## src/rtl/p2s_buf.sv

```systemverilog
// Parallel-to-serial converter: N-bit words out as N/W beats of W bits, with a one-word hold buffer.
// Latency 1 cycle to first beat; p_ready = !hold_valid, and s_ready low freezes the current beat.
module p2s_buf #(
    parameter int N         = 8,
    parameter int W         = 1,
    parameter bit MSB_FIRST = 1'b0
) (
    input  logic         clk,
    input  logic         rstn,
    input  logic         p_valid,
    input  logic [N-1:0] p_data,
    output logic         p_ready,
    output logic [W-1:0] s_data,
    output logic         s_valid,
    input  logic         s_ready,
    output logic         s_last
);

    localparam int B  = N / W;
    localparam int CW = (B > 1) ? $clog2(B) : 1;
    localparam logic [CW-1:0] LAST = CW'(B - 1);

    generate
        if (N % W != 0) begin : g_bad_width
            $error("p2s_buf: N must be a multiple of W");
        end
    endgenerate

    logic [N-1:0]  shreg;
    logic [N-1:0]  hold_data;
    logic          active_valid;
    logic          hold_valid;
    logic [CW-1:0] count;
    logic          p_fire;
    logic          s_fire;
    logic          reload;

    assign p_ready = !hold_valid;
    assign s_valid = active_valid;
    assign s_last  = active_valid && (count == LAST);
    assign s_data  = MSB_FIRST ? shreg[N-1 -: W] : shreg[W-1:0];

    assign p_fire  = p_valid && p_ready;
    assign s_fire  = s_valid && s_ready;
    // Active stage is free this edge: either empty or its final beat is leaving.
    assign reload  = !active_valid || (s_fire && s_last);

    always_ff @(posedge clk) begin
        if (!rstn) begin
            shreg        <= '0;
            hold_data    <= '0;
            active_valid <= 1'b0;
            hold_valid   <= 1'b0;
            count        <= '0;
        end else if (reload) begin
            count <= '0;
            // p_fire cannot coincide with hold_valid, so the held word never loses its turn.
            if (hold_valid) begin
                shreg        <= hold_data;
                active_valid <= 1'b1;
                hold_valid   <= 1'b0;
            end else if (p_fire) begin
                shreg        <= p_data;
                active_valid <= 1'b1;
            end else begin
                active_valid <= 1'b0;
            end
        end else begin
            if (s_fire) begin
                shreg <= MSB_FIRST ? (shreg << W) : (shreg >> W);
                count <= count + CW'(1);
            end
            if (p_fire) begin
                hold_data  <= p_data;
                hold_valid <= 1'b1;
            end
        end
    end

endmodule

```

## config.mk

```make
export PLATFORM = sky130hd
export DESIGN_NAME = p2s_buf
export DESIGN_NICKNAME = d
export VERILOG_FILES = /design/src/rtl/p2s_buf.sv
export SDC_FILE = /design/constraint.sdc
export NUM_CORES = 1
export LEC_CHECK = 0
export BUFFER_PORTS_ARGS = -buffer_cell sky130_fd_sc_hd__buf_2
export CAP_MARGIN = 10
export CORE_MARGIN = 10
export CORE_UTILIZATION = 46
export DETAILED_ROUTE_END_ITERATION = 10
export GPL_TIMING_DRIVEN = 0
export PLACE_DENSITY_LB_ADDON = 0.3
export SLEW_MARGIN = 25
export SYNTH_ARGS = -nofsm -noshare
export SYNTH_HDL_FRONTEND = slang
export SYNTH_SLANG_ARGS = --single-unit
```

## constraint.sdc

```tcl
create_clock -name clk -period 1.8 [get_ports clk]
set_input_delay 0.18 -clock clk [delete_from_list [all_inputs] [get_ports clk]]
set_output_delay 0.18 -clock clk [all_outputs]
set_load 0.01 [all_outputs]
```

==> metrics, run 1 <==
largest family of logic cells by synthesized area multiplexers; synthesized instance count 97; # DRC 0; most used cell, CP ha_1; Leak Pwr 0.506 nW; H-tree lvl count 1; DR vias/cell 5.08; Reg clk slew, reported paths roughly 0.12 ns; post-synthesis adder-cell area fraction 0.0248; xor/xnor share of the synthesized area 0; status completed; CP arrival about 1.9 ns; Slew headroom 0.770; Post-Route WL approximately 1900 um; DIE HEIGHT about 67 um; mux share of post-synthesis cell area 0.179; CP Capture Type register; crit path buf inv count 1; # IOs 16; switching share of power 0.261; post-synth top area cell dfxtp_1; Post-Synth Simple-Gate Area 0.175; Cell variety after synth 23; # Post-CTS Setup Buffers 0; syn_nets 111; final hold vios 0; drt pass-1 iters 4; FILL cells 190; max-slew violation count 0; Fin Clk Skew around 0.0036 ns; CTS tree done; CTS root buf clkbuf_4; Post-Synthesis Cell Area between 1000 and 1500 um^2; r2r startpoint count[0]; Num CTS Buffers 3; PwrDens about 770 nW/um^2; vias in the first global route between 700 and 800; layout cells sized above 1 0.241; first-pass GRT wire length 3260 um; Seq pwr share 0.575; Detailed Route Iter0 Violations 22; Power, Total 879 uW; post-detail-place hpwl about 1300 um; die area approximately 4500 um^2; Startpoint Class register; worst setup path category reg -> reg; Worst path slowest cell dfxtp_1; Hold Crit Start p_data[3]; worst-margin pin slew ~0.35 ns; Crit Path Max Fanout 7; Max VDD drop between 0.0004 and 0.0005 V; Clock power frac 0.258; Hold Buf Count CTS 0; cells along the critical path ha_1 > ha_1 > nor2b_2 > o32a_4 > nor2b_4 > buf_6 > o2bb2ai_1; Max Root-Sink Buffers 2; worst hold path type in -> reg; number of synthesized register bits 21; worst reg-to-reg setup slack 0.13 ns; Initial Utilization 0.499; Cell Int Power about 650 uW; RSZ-0062 raised after global routing false; largest net degree at the start of global routing 12; Comb pwr share 0.167; Mean Syn Cell Area about 10 um^2; fmax approximately 600 MHz; total congestion overflow 0; final antenna diode count 0; P_sw 230 uW; max-cap violation count 0; ranking of synthesized cells by area dfxtp_1 (42%), mux2i_1 (18%), o2bb2ai_1 (6.1%), nor2b_1 (5.6%), a21oi_1 (4.5%); Final setup viols 0; Final ANT Viol Nets 0; DR vias 726; part of the cycle the worst path needs 0.930; Total Routing Usage GR 0.0919; YS warnings 0; Post-layout nets about 130; post-route setup TNS 0 ns; worst skew pair latency ~0.3 ns; Port Buffers 14; row count 16; final worst path period need 1.67 ns; gpl congestion around 0.76; Hold Path Cell Cnt 3; WL/cell about 13 um; Seq/Total Area, Yosys 0.417; Max stage delay on crit path 0.37 ns; clock sink total 21; critical path's top delay family adder cells; initial antenna violation count 0; CTS-repair resized insts 0; reg2reg path depth 7; Yosys top cell area share 0.417; Synth Area in Compound Gates 0.165; die outline width around 67 um; Core Footprint just over 2000 um^2; Required @ worst endpoint 2.04 ns; r2r endpoint shreg[6]; Synth-to-Final Area Change 13.6%; Hold Path Sink hold_data[3]
-- cell families (layout without fill, tap and decap cells) --
logic type               count (synthesis)  count (layout)
AO/OA/AOI/OAI                           20              20
adder cells (fa/ha/maj)                  2               2
buffers and inverters                    7              26
flip-flops                              21              21
multiplexers                            18              18
AND/OR/NAND/NOR                         29              29
-- worst max-delay path by stage --
stage	depth (start not counted)	end	start
3_5_place_dp	7	shreg[2]	count[0]
5_1_grt	7	shreg[4]	count[0]
2_1_floorplan	7	shreg[2]	count[0]
6_report	7	shreg[6]	count[0]
4_1_cts	6	hold_data[5]	count[0]
3_3_place_gp	7	shreg[2]	count[0]
-- tightest hold or removal path, cell delays in order --
cell and delay (ns):
buf_2 0.08, mux2i_1 0.06, nor2b_1 0.09
-- cells in the mapped netlist (all sizes together) --
| master | instances |
|---|---|
| nor2b | 11 |
| nand3 | 1 |
| o211a | 1 |
| a21boi | 1 |
| o31a | 1 |
| nand2 | 2 |
| dfxtp | 21 |
| a21oi | 9 |
| and2 | 1 |
| nand3b | 2 |
| inv | 2 |
| clkbuf | 1 |
| mux2i | 18 |
| nand2b | 2 |
| nor2 | 10 |
| buf | 4 |
| ha | 2 |
| o2bb2ai | 7 |
| o32a | 1 |
-- cell usage in the layout (no fill, tap or decap), drive strengths merged --
master	count
a21boi	1
a21oi	9
and2	1
buf	19
clkbuf	5
dfxtp	21
ha	2
inv	2
mux2i	18
nand2	2
nand2b	2
nand3	1
nand3b	2
nor2	10
nor2b	11
o211a	1
o2bb2ai	7
o31a	1
o32a	1
-- sequential cells by signal, indices dropped and copies added (netlist names) --
| name | count |
|---|---|
| hold_data | 8 |
| count | 3 |
| shreg | 8 |
| s_valid | 1 |
| hold_valid | 1 |
-- final cells by class --
class                   count  area [um^2]  share of cell area
flip-flops and latches     21          420               0.367
well taps                  27         33.8              0.0295
repair buffers             15         77.6              0.0677
inverters                   2         7.51             0.00655
clock buffers               4         26.3              0.0229
plain buffers               5         32.5              0.0284
multi-input cells          69          548               0.478
-- per-layer routing --
layer | GRT usage | wire [um] | up-vias
met5 | 0 | 0 | -
met4 | 0.0393 | 31 | 0
met3 | 0.0284 | 51 | 4
met2 | 0.148 | 906 | 8
met1 | 0.109 | 882 | 335
li1 | - | - | 379
-- power by group through the flow --
stage          registers, mW  logic (mW)  clock network [mW]
3_5_place_dp           0.516       0.144                   0
4_1_cts                0.505       0.145               0.233
6_report               0.505       0.146               0.227
5_1_grt                0.509       0.163               0.253
3_3_place_gp           0.515       0.141                   0
2_1_floorplan          0.514       0.105                   0
-- stage by stage --
stage | util | setup WS (ns) | instances | hold slack (ns) | instance area (um^2)
6_report | 0.567 | 0.126 | 143 | 0.137 | 1150
4_1_cts | 0.563 | 0.0538 | 142 | 0.141 | 1140
2_1_floorplan | - | 0.270 | 97 | 0.308 | 1010
3_3_place_gp | 0.550 | 0.0935 | 138 | 0.444 | 1110
5_1_grt | 0.567 | 0.0226 | 143 | 0.165 | 1150
3_5_place_dp | 0.550 | 0.108 | 138 | 0.453 | 1110
Note: power is estimated with default switching activity, not from simulation.
==> run 2, diff against run 1 <==
Settings changed: PLACE_DENSITY set to 0.75, PLACE_DENSITY_LB_ADDON 0.3 to not set.
==> run 2 against run 1 <==
Clock power is 2% lower. Sequential power hardly changed. Count of clock-buffer cells in the layout is 1 lower. Core utilization is 0.80 points higher. Cell area is 1.4% higher. Sequential cell count stayed put. Via count is 3.6% higher. Worst hold slack better by 0.0055 ns. Clock skew is 0.0038 ns higher. Register-to-register slack worse by 0.03 ns. Die area stayed put. Power is 0.21% higher. Largest cell class unchanged. Largest power group unchanged. Highest routed layer unchanged.
==> metrics, run 2 (synthesis results as in run 1) <==
status completed; DR vias/cell 5.19 (+2.2%); Required @ worst endpoint 2.00 ns (-0.04 ns); Max Root-Sink Buffers 2 (unchanged); clock sink total 21 (unchanged); critical path's top delay family adder cells; row count 16 (unchanged); WL/cell 13.4 um (+2.1%); RSZ-0062 raised after global routing false; most common cell after layout, fill and taps aside dfxtp_1; Slew headroom 0.756 (-0.0145); die area 4460 um^2 (unchanged); Initial Utilization 0.499 (unchanged); Leak Pwr 0.519 nW (+2.5%); worst skew pair latency 0.30 ns (about the same); Synth-to-Final Area Change 15.3%; # IOs 16 (unchanged); DR vias 752 (+3.6%); CTS root buf clkbuf_4; top flop regs hold_data (8), shreg (8), count (3); post-detail-place hpwl 1470 um (+8.9%); total congestion overflow 0 (unchanged); final worst path period need 1.70 ns (+0.0260 ns); worst hold path type in -> reg; Cell Area, Placed 1110 um^2 (unchanged); switching share of power 0.262 (+0.00111); Clock power frac 0.253 (-0.005); max-cap violation count 0 (unchanged); final antenna diode count 0 (unchanged); first-pass GRT wire length 3330 um (+2.3%); DIE HEIGHT 66.8 um (unchanged); worst setup path category reg -> reg; Comb pwr share 0.172 (+0.005); CP Capture Type register; most used cell, CP ha_1; part of the cycle the worst path needs 0.945 (+0.0144); final hold vios 0 (unchanged); Num CTS Buffers 3 (unchanged); Worst path slowest cell dfxtp_1; crit path buf inv count 0 (-1); Total Routing Usage GR 0.0947 (+0.00280); CP arrival 1.90 ns (about the same); die outline width 66.8 um (unchanged); Hold Buf Count CTS 0 (unchanged); Final setup viols 0 (unchanged); Finished Core Util 0.575 (+0.00804); Cell Int Power 650 uW (about the same); FILL cells 184 (-3.2%); H-tree lvl count 1 (unchanged); Max stage delay on crit path 0.37 ns (about the same); post-route setup TNS 0 ns (unchanged); drt pass-1 iters 4 (unchanged); gpl congestion 0.737 (-3.4%); fmax 588 MHz (-1.5%); initial antenna violation count 0 (unchanged); layout cells sized above 1 0.263 (+0.0213); Seq pwr share 0.574 (about the same); Max VDD drop 0.000457 V (+3.2%); largest net degree at the start of global routing 13 (+1); Port Buffers 14 (unchanged); P_sw 231 uW (+0.64%); most frequent cells in the layout dfxtp_1 (21), mux2i_1 (18), buf_2 (16), nor2_1 (10); worst-margin pin slew 0.367 ns (+0.0217 ns); PwrDens 758 nW/um^2 (-1.2%); Post-Route WL 1940 um (+3.5%); Startpoint Class register; Final ANT Viol Nets 0 (unchanged); vias in the first global route 760 (+2.3%); # DRC 0 (unchanged); Detailed Route Iter0 Violations 28 (+27%); dpl ws 0.0796 ns (-0.0286 ns); Design Area, Final 1160 um^2 (+1.4%); Worst Slack Setup Final 0.0997 ns (-0.0260 ns); CTS tree done; Core Footprint 2020 um^2 (unchanged); Reg clk slew, reported paths 0.12 ns (about the same); cells along the critical path ha_1 > ha_1 > nor2b_2 > o32a_4 > nand2_1 > o2bb2ai_1; Crit Path Max Fanout 7 (unchanged); max-slew violation count 0 (unchanged); Fin Clk Skew 0.00748 ns (+0.00384 ns); Post-layout nets 133 (+1.5%)
-- run 2: cell types whose count changed in the layout (fill, tap and decap cells not counted), sizes merged --
cell	delta
buf	+2
clkinv	+1
clkbuf	-1
-- run 2: routing by layer --
metal,vias up,part of all wire,track usage
met5,-,0,0
met4,0,0.023,0.0445
met3,6,0.071,0.0452
met2,20,0.47,0.152
met1,341,0.44,0.102
li1,385,-,-
-- run 2: timing repair --
item                                    CTS  global route
endpoints found under the setup margin    0             9
buffers inserted                          0             3
gates resized for setup                   0             0
-- run 2: per-stage QoR --
step	cells	hold slack (ns)	total power, mW
final	145	0.143	0.881
after global routing	145	0.152	0.936
after CTS	142	0.138	0.887
after detailed placement	138	0.446	0.662
after global placement	138	0.444	0.656
after floorplan	97	0.308	0.619
-- run 2: cell type report --
type                       count  area [um^2]  area share
tap                           27         33.8      0.0291
clock inverter                 1         5.00     0.00431
clock buffer                   3         22.5      0.0194
sequential                    21          420       0.362
buffer                         5         32.5      0.0280
inverter                       2         7.51     0.00646
multi-input combinational     69          548       0.471
timing repair buffer          17         92.6      0.0797
-- run 2: path summary, 6_finish.rpt --
path,cells after the start,startpoint,to,slack (ns)
worst max register to register,6,count[0],shreg[2],0.1
worst max-delay path,6,count[0],shreg[2],0.1
worst min register to register,1,shreg[0],shreg[0],0.47
worst min-delay path,3,p_data[4],hold_data[4],0.14
-- run 2: power by group through the flow --
stage / clock network, mW / logic (mW) / registers [mW]
floorplan: 0 / 0.105 / 0.514
global placement: 0 / 0.141 / 0.514
finish: 0.223 / 0.152 / 0.506
detailed placement: 0 / 0.146 / 0.516
CTS: 0.234 / 0.147 / 0.506
global route: 0.257 / 0.169 / 0.510
-- run 2: worst register-to-register path: stages, from the launching register on --
cell       delay, ns
dfxtp_1         0.37
ha_1            0.16
ha_1            0.32
nor2b_2         0.08
o32a_4          0.35
nand2_1         0.22
o2bb2ai_1       0.09
==> run 3, diff against run 2 <==
Settings changed: PLACE_DENSITY 0.75 to not set, PLACE_DENSITY_LB_ADDON set to 0.15.
==> run 3 against run 2 <==
Core utilization down 0.43 points. Die area unchanged. First-iteration DRC count down 54%. Global-route usage up 0.14 points. Final cell count down 1.4%. Combinational power down 3%. Non-clock buffer count down 2. Worst hold slack worse by 0.0024 ns. Setup slack better by 0.078 ns. Clock power up 2%. Highest routed layer unchanged.
==> metrics, run 3 (synthesis results as in run 1) <==
status completed; Max stage delay on crit path 0.37 ns (about the same); Clock power frac 0.259 (+0.006); FILL cells 183 (-0.54%); cells along the critical path ha_1 > ha_2 > nor2b_2 > o32a_4 > nor2b_4 > buf_6 > o2bb2ai_1; total congestion overflow 0 (unchanged); final antenna diode count 0 (unchanged); DR vias 711 (-5.5%); RSZ-0062 raised after global routing false; Comb pwr share 0.168 (-0.004); Finished Core Util 0.571 (-0.00433); clock sink total 21 (unchanged); Crit Path Max Fanout 7 (unchanged); layout cells sized above 1 0.259 (-0.00409); first-pass GRT wire length 3390 um (+1.7%); largest net degree at the start of global routing 13 (unchanged); final hold vios 0 (unchanged); Startpoint Class register; Slew headroom 0.777 (+0.0215); Worst Slack Setup Final 0.178 ns (+0.0779 ns); drt pass-1 iters 4 (unchanged); Num CTS Buffers 3 (unchanged); row count 16 (unchanged); Hold Buf Count CTS 0 (unchanged); Max VDD drop 0.000469 V (+2.7%); H-tree lvl count 1 (unchanged); worst hold path type in -> reg; Max Root-Sink Buffers 2 (unchanged); Port Buffers 14 (unchanged); worst setup path category reg -> reg; max-slew violation count 0 (unchanged); gpl congestion 0.771 (+4.7%); final worst path period need 1.62 ns (-0.0779 ns); WL/cell 13.4 um (+0.25%); worst skew pair latency 0.30 ns (about the same); vias in the first global route 762 (+0.26%); CP Capture Type register; Final ANT Viol Nets 0 (unchanged); Total Routing Usage GR 0.0961 (+0.00145); # IOs 16 (unchanged); die outline width 66.8 um (unchanged); Cell Int Power 647 uW (-0.42%); CTS root buf clkbuf_4; Seq pwr share 0.573 (about the same); part of the cycle the worst path needs 0.901 (-0.0433); P_sw 236 uW (+2.0%); most common cell after layout, fill and taps aside dfxtp_1; DIE HEIGHT 66.8 um (unchanged); CP arrival 1.87 ns (-0.03 ns); Core Footprint 2020 um^2 (unchanged); Synth-to-Final Area Change 14.4%; crit path buf inv count 1 (+1); most frequent cells in the layout dfxtp_1 (21), mux2i_1 (18), buf_2 (16), nor2_1 (10); Design Area, Final 1150 um^2 (-0.75%); post-route setup TNS 0 ns (unchanged); Post-Route WL 1920 um (-1.1%); critical path's top delay family compound AO/OA/AOI/OAI gates; dpl ws 0.0735 ns (-0.00616 ns); PwrDens 765 nW/um^2 (+0.97%); Fin Clk Skew 0.000757 ns (-0.00672 ns); max-cap violation count 0 (unchanged); DR vias/cell 4.97 (-4.1%); post-detail-place hpwl 1470 um (+0.18%); Detailed Route Iter0 Violations 13 (-54%); hold slack 0.140 ns (-0.00243 ns); Final setup viols 0 (unchanged); Cell Area, Placed 1110 um^2 (unchanged); Worst path slowest cell dfxtp_1; worst-margin pin slew 0.335 ns (-0.0322 ns); # DRC 0 (unchanged); CTS tree done; Post-layout nets 131 (-1.5%); switching share of power 0.267 (+0.00462); Initial Utilization 0.499 (unchanged); initial antenna violation count 0 (unchanged); Required @ worst endpoint 2.04 ns (+0.04 ns); worst reg-to-reg setup slack 0.18 ns (+0.08 ns); Leak Pwr 0.507 nW (-2.3%); Reg clk slew, reported paths 0.12 ns (about the same); top flop regs hold_data (8), shreg (8), count (3); die area 4460 um^2 (unchanged); fmax 616 MHz (+4.8%)
run 3: changes by cell type in the layout (fill, tap and decap cells not counted), sizes merged:
cell  delta
buf      -2
run 3: power groups by stage:
stage,logic [mW],registers (mW),clock network [mW]
after detailed placement,0.145,0.516,0
after global placement,0.142,0.515,0
after floorplan,0.105,0.514,0
after CTS,0.146,0.506,0.239
final,0.148,0.506,0.228
after global routing,0.167,0.510,0.256
run 3: worst paths after layout:
kind	cells after the start	from	endpoint
min	3	p_data[1]	hold_data[1]
min reg2reg	1	shreg[0]	shreg[0]
max	7	count[0]	shreg[6]
max reg2reg	7	count[0]	shreg[6]
run 3: per-stage QoR:
| stage | power [mW] | cells |
|---|---|---|
| after global placement | 0.657 | 138 |
| after floorplan | 0.619 | 97 |
| after detailed placement | 0.662 | 138 |
| after CTS | 0.891 | 142 |
| after global routing | 0.933 | 143 |
| final | 0.883 | 143 |
run 3: worst min-delay path: stages:
cell     delay (ns)
buf_2          0.08
mux2i_1        0.05
nor2b_1        0.10
run 3: layer usage:
layer / wire (um) / track usage
met1: 896 / 0.111
met2: 955 / 0.162
met3: 40 / 0.0251
met4: 24 / 0.0393
met5: 0 / 0
run 3: final cells by class:
class | instances | area [um^2] | area share
Buffer | 5 | 36.3 | 0.0315
Clock buffer | 3 | 22.5 | 0.0195
Clock inverter | 1 | 5.00 | 0.00434
Inverter | 2 | 7.51 | 0.00651
Multi-Input combinational cell | 69 | 551 | 0.477
Sequential cell | 21 | 420 | 0.364
Tap cell | 27 | 33.8 | 0.0293
Timing Repair Buffer | 15 | 77.6 | 0.0672
run 3: repair_timing:
item,4_1_cts,5_1_grt
setup buffers,0,1
resized for setup,0,2
setup endpoints to repair,0,9
